## src/rtl/blk_stage_pipe.sv

```systemverilog
// LANES-wide capture pipeline of DEPTH stages feeding a registered bitwise combine stage, valid/ready throughout.
// Optional BLK_STAGE_PIPE_CNT_EN adds a 32-bit count of output handshakes on beat_count.
module blk_stage_pipe #(
  parameter int WIDTH = 8,
  parameter int LANES = 2,
  parameter int DEPTH = 2
) (
  input  logic                   clk,
  input  logic                   rst,
  input  logic                   in_valid,
  output logic                   in_ready,
  input  logic [LANES*WIDTH-1:0] in_data,
  input  logic [1:0]             mode,
  output logic                   out_valid,
  input  logic                   out_ready,
  output logic [WIDTH-1:0]       out_data
`ifdef BLK_STAGE_PIPE_CNT_EN
  ,
  output logic [31:0]            beat_count
`endif
);

  logic [DEPTH-1:0]       s_valid;
  logic [LANES*WIDTH-1:0] s_data [DEPTH];
  logic [1:0]             s_mode [DEPTH];
  logic                   r_valid;
  logic [WIDTH-1:0]       r_data;

  // can_load[DEPTH] belongs to the result slot
  logic [DEPTH:0]         can_load;
  logic [WIDTH-1:0]       comb_res;

  // A slot can take new content unless it and everything downstream is full and stalled.
  always_comb begin
    logic full;
    can_load = '0;
    for (int i = 0; i <= DEPTH; i++) begin
      full = r_valid;
      for (int j = 0; j < DEPTH; j++) begin
        if (j >= i) full = full & s_valid[j];
      end
      can_load[i] = ~full | out_ready;
    end
  end

  assign in_ready  = ~rst & can_load[0];
  assign out_valid = r_valid;
  assign out_data  = r_data;

  always_comb begin
    logic [WIDTH-1:0] acc_and, acc_or, acc_xor, lane;
    acc_and = '1;
    acc_or  = '0;
    acc_xor = '0;
    for (int k = 0; k < LANES; k++) begin
      lane    = s_data[DEPTH-1][k*WIDTH +: WIDTH];
      acc_and = acc_and & lane;
      acc_or  = acc_or  | lane;
      acc_xor = acc_xor ^ lane;
    end
    case (s_mode[DEPTH-1])
      2'b00:   comb_res = acc_and;
      2'b01:   comb_res = acc_or;
      2'b10:   comb_res = acc_xor;
      default: comb_res = s_data[DEPTH-1][WIDTH-1:0];
    endcase
  end

  always_ff @(posedge clk) begin
    if (rst) begin
      s_valid <= '0;
      r_valid <= 1'b0;
      r_data  <= '0;
    end else begin
      if (can_load[0]) s_valid[0] <= in_valid;
      for (int i = 1; i < DEPTH; i++) begin
        if (can_load[i]) s_valid[i] <= s_valid[i-1];
      end
      if (can_load[DEPTH]) begin
        r_valid <= s_valid[DEPTH-1];
        if (s_valid[DEPTH-1]) r_data <= comb_res;
      end
    end
  end

  // Payload carries no reset; the valid bits alone define occupancy.
  always_ff @(posedge clk) begin
    if (can_load[0] && in_valid) begin
      s_data[0] <= in_data;
      s_mode[0] <= mode;
    end
    for (int i = 1; i < DEPTH; i++) begin
      if (can_load[i] && s_valid[i-1]) begin
        s_data[i] <= s_data[i-1];
        s_mode[i] <= s_mode[i-1];
      end
    end
  end

`ifdef BLK_STAGE_PIPE_CNT_EN
  always_ff @(posedge clk) begin
    if (rst)                        beat_count <= '0;
    else if (r_valid && out_ready)  beat_count <= beat_count + 32'd1;
  end
`endif

endmodule

```

## config.mk

```make
export PLATFORM = sky130hd
export DESIGN_NAME = blk_stage_pipe
export DESIGN_NICKNAME = d
export VERILOG_FILES = /design/src/rtl/blk_stage_pipe.sv
export SDC_FILE = /design/constraint.sdc
export NUM_CORES = 1
export LEC_CHECK = 0
export BUFFER_PORTS_ARGS = -buffer_cell sky130_fd_sc_hd__clkbuf_2
export CORE_MARGIN = 4
export CORE_UTILIZATION = 50
export CTS_CLUSTER_DIAMETER = 60
export DETAILED_ROUTE_END_ITERATION = 6
export HOLD_SLACK_MARGIN = 0.05
export PLACE_DENSITY = 0.8
export SETUP_SLACK_MARGIN = 0.5
export SKIP_CTS_REPAIR_TIMING = 1
export SLEW_MARGIN = 25
export SYNTH_ARGS = -nofsm -noshare
export SYNTH_HDL_FRONTEND = slang
export SYNTH_SLANG_ARGS = --single-unit
```

## constraint.sdc

```tcl
create_clock -name clk -period 3.16 [get_ports clk]
set_input_delay 0.632 -clock clk [delete_from_list [all_inputs] [get_ports clk]]
set_output_delay 0.632 -clock clk [all_outputs]
set_load 0.005 [all_outputs]
```

Word level (Yosys, flattened, before mapping) --
Memories as Yosys holds them, arrays and structs flattened. Index checks and enable logic that the tools add are counted.
Operators by class: reductions and logical operators 4, equality and inequality tests 2, bitwise gates (word level) 14, mux-type cells 5
Operators with widths (number):
- one-hot mux 8 bit (3 select lines) | 1
- bitwise AND 8 bit | 1
- OR 8 bit | 1
- bitwise XOR 8 bit | 1
- bitwise AND 1 bit | 4
- 2-to-1 mux 1 bit | 4
- NOT 1 bit | 4
- OR 1 bit | 3
- == test 2 x 1 -> 1 bit (second input constant) | 1
- == test 2 bit (second input constant) | 1
- logical AND 1 bit | 2
- zero test 2 bit | 1
- AND reduction 2 bit | 1
Word-level totals: flip-flop bits (word level) 11, output and inout port bits 10, memories kept 2, bits in writable memories 36
Memory list:
- s_data | depth 2, bits a word 16, rd ports 2, clocked after Yosys merged registers in 0, wr ports 2, RTL line 24 | logic [LANES*WIDTH-1:0] s_data [DEPTH];
- s_mode | depth 2, bits a word 2, rd ports 2, clocked after Yosys merged registers in 0, wr ports 2, RTL line 25 | logic [1:0] s_mode [DEPTH];

Longest topological paths before layout --
word-level depth 7, mapped depth 5, mapped depth without buffers 5

Least setup slack after synthesis --
No wires, ideal clock.
path kind input -> register, from in out_ready, to mem s_data[0][16] (netlist name), enable pin, data arrival time 2.093 ns, data required time 2.739 ns, stages 2, setup slack 0.646 ns, cells stage by stage nor2b_1 > a21boi_0
RTL lines:
- from (decl) | RTL line 15 | input logic out_ready,
- to (decl) | RTL line 24

Final worst setup path --
from reg r_valid, in the netlist out_valid, to out in_ready
Between the ends: longest elaborated chain between the ends 5
Ends and longest elaborated chain:
- from (decl) | RTL line 26 | logic r_valid;
- from (signal assigned) | RTL line 80 | r_valid <= s_valid[DEPTH-1];
- bitwise AND 1 bit (2 in series) | RTL line 40 | if (j >= i) full = full & s_valid[j];
- NOT 1 bit | RTL line 42 | can_load[i] = ~full | out_ready;
- OR 1 bit | RTL line 42
- bitwise AND 1 bit | RTL line 46 | assign in_ready = ~rst & can_load[0];
- to (decl) | RTL line 11 | output logic in_ready,
No other way between the ends.

==> metrics <==
final total power=1.23 mW; worst reg2reg setup slack=1.54 ns; CTS tree=done; CP required=2.53 ns; critical path startpoint=out_valid; DIE HEIGHT=72.4 um; worst r2r src=s_mode[0][2]; EDFF count, synth=36; Ant. Diodes=0; Die ar.=5240 sq um; largest net degree at the start of global routing=23; P_sw=0.243 mW; ranking of synthesized cells by area=edfxtp_1 52%, dfxtp_1 11%, ha_1 9.7%; hpwl dp=2.19 mm; Setup crit end=in_ready; multi-input combinational cell area=663 sq um; routed vias=1,177; gpl congestion=0.803; Finished Core Util=59.2%; Die Wd=72.4 um; first-pass GRT wire length=5.14 mm; share of the synthesized area in the top cell type=52.1%; CTS Root Cell=clkbuf_8; fraction of layout cells with a size suffix above 1=28.3%; top-count cell post-synth=edfxtp_1; Avg Cell Area, Syn=14.1 sq um; iteration count of the initial detailed-routing pass=4; clk buf depth=2; Critical Path Start Type=flip-flop; post-route ant nets=0; CP Class=flip-flop to primary output; sw frac=19.8%; Flop pwr share=59.6%; Worst Path Arrival=1.46 ns; Final Hold Viols=0; Yosys cell types=26; register area=1300 sq um; drt initial violations=49; Slew HR=50.2%; synth cell count leaders=36 x edfxtp_1, 19 x inv_1, 16 x ha_1; PortBufs=31; RSZ-0062 raised after global routing=false; Reg2Reg Depth=3; FFs w/ async S/R, synth=0%; clock skew=0.00333 ns; Gate power share=7.2%; Int Power=0.983 mW; initial core utilization=51.8%; clk sinks=47; worst-path fanout max=6; Boundary Pins=32; clock network fraction of total power=33.2%; Final Max Tran Viols=0; cell count after synthesis=147; MaxCap Viol Count=0; Clk pin slew, worst setup/hold paths=0.08 ns; htree depth=2; Synth Warn #=0; PwrDens=518 nW/um^2; number of global-route vias before repair=1,202; filler cell count=318; worst r2r dst=out_data[1]; worst hold path class=flip-flop to flip-flop; Worst-Skew Late Latency=0.28 ns; Final setup viols=0; leakage=0.999 nW; Post-Route Setup TNS=0 ns; number of antenna violations at the first check in global routing=0; FP Rows=23; status=complete, no violations; fmax=0.477 GHz; DRT Wirelength=2.99 mm; layout overhead on the synthesized area=14.2%; post-synth top area cell=edfxtp_1; wire per inst=13.0 um; routed vias/inst=5.12; DRC=0; measured slew at the worst slew-check pin=0.747 ns; Num CTS Buffers=5; final period utilization=66.3%; Post-synth top flop=edfxtp_1; sequential fraction of the synthesis area=62.8%; Final nets=217; pre-CTS setup slack=0.982 ns; core area=4000 sq um; CP Capture Type=primary output; setup ws final=1.07 ns; Post-Syn Nets=185; peak supply drop=0.000262 V; #FFs+latches synth=47; total track usage=12.7%; total grt overflow=0; synthesized cell area=2070 sq um; final worst path period need=2.09 ns
## worst max-delay path: stages (launching register included)
cell and delay [ns]:
dfxtp_1 0.39, nor2b_1 0.47, a31oi_1 0.17, clkbuf_2 0.15
## cells in the final DEF, fill, tap and decap left out
cell type and instances:
nor2_1 10, a21boi_1 1, buf_4 1, nand2b_4 1, clkinv_1 1, clkbuf_2 31, nand2b_1 1, clkinv_2 1
nor2b_1 1, clkbuf_8 5, a31oi_1 1, nand2_1 7, o22ai_1 1, a311oi_1 1, a31oi_4 1, mux4_1 1
mux2_2 3, bufinv_16 1, a211o_1 7, nand3b_1 1, nand3_1 1, a21oi_1 9, a311oi_2 6, ha_1 16
edfxtp_1 36, and2_4 1, mux2_1 4, dfxtp_1 11, inv_1 19
## state kept, by name, indices dropped and copies added (netlist names)
name       flops
s_data        32
s_mode         4
out_data       8
s_valid        2
out_valid      1
## layout make-up
class                           count  area share, %
Inverter                           19           3.01
Timing Repair Buffer               32           6.87
Tap cell                           50           2.64
Multi-Input combinational cell     74           28.0
Sequential cell                    47           54.9
Clock buffer                        5           2.91
Clock inverter                      3           1.64
## routing by layer
layer / track usage, % / part of all wire [%] / up-vias
met5: 0 / 0 / -
met4: 4.92 / 1.1 / 0
met3: 3.19 / 5.9 / 5
met2: 23.3 / 53 / 25
met1: 14.1 / 40 / 559
li1: - / - / 588
## how the worst min path moves through the flow
stage / startpoint / endpoint / cells after the start
after floorplan: s_data[0][0] / s_data[0][16] / 0
after global placement: s_data[0][13] / s_data[0][29] / 0
after detailed placement: s_data[0][2] / s_data[0][18] / 0
after CTS: s_data[0][2] / s_data[0][18] / 0
after global routing: s_data[0][9] / s_data[0][25] / 0
final: s_data[0][12] / s_data[0][28] / 0
## metrics by stage
stage / hold slack (ns) / instance area (sq um) / std cells
detailed placement: 0.405 / 2250 / 222
CTS: 0.423 / 2360 / 230
finish: 0.421 / 2370 / 230
floorplan: 0.400 / 2070 / 147
global placement: 0.401 / 2250 / 222
global route: 0.439 / 2370 / 230
## power by group through the flow
stage | logic (mW) | clock network [mW] | registers (mW)
6_report | 0.0881 | 0.407 | 0.731
5_1_grt | 0.0998 | 0.442 | 0.736
4_1_cts | 0.0896 | 0.422 | 0.731
3_5_place_dp | 0.0891 | 0 | 0.745
3_3_place_gp | 0.0835 | 0 | 0.742
2_1_floorplan | 0.0638 | 0 | 0.735
## cells by family (layout without fill, tap and decap cells)
group / count (synthesis) / after routing / synth area share, %
buffers and inverters: 26 / 59 / 5.97
adders and majority gates: 16 / 16 / 9.66
AOI/OAI and AO/OA: 27 / 27 / 11.2
DFF: 47 / 47 / 62.8
and+or+nand+nor: 23 / 23 / 5.37
muxes: 8 / 8 / 5.07
(Power assumes the default switching activity.)
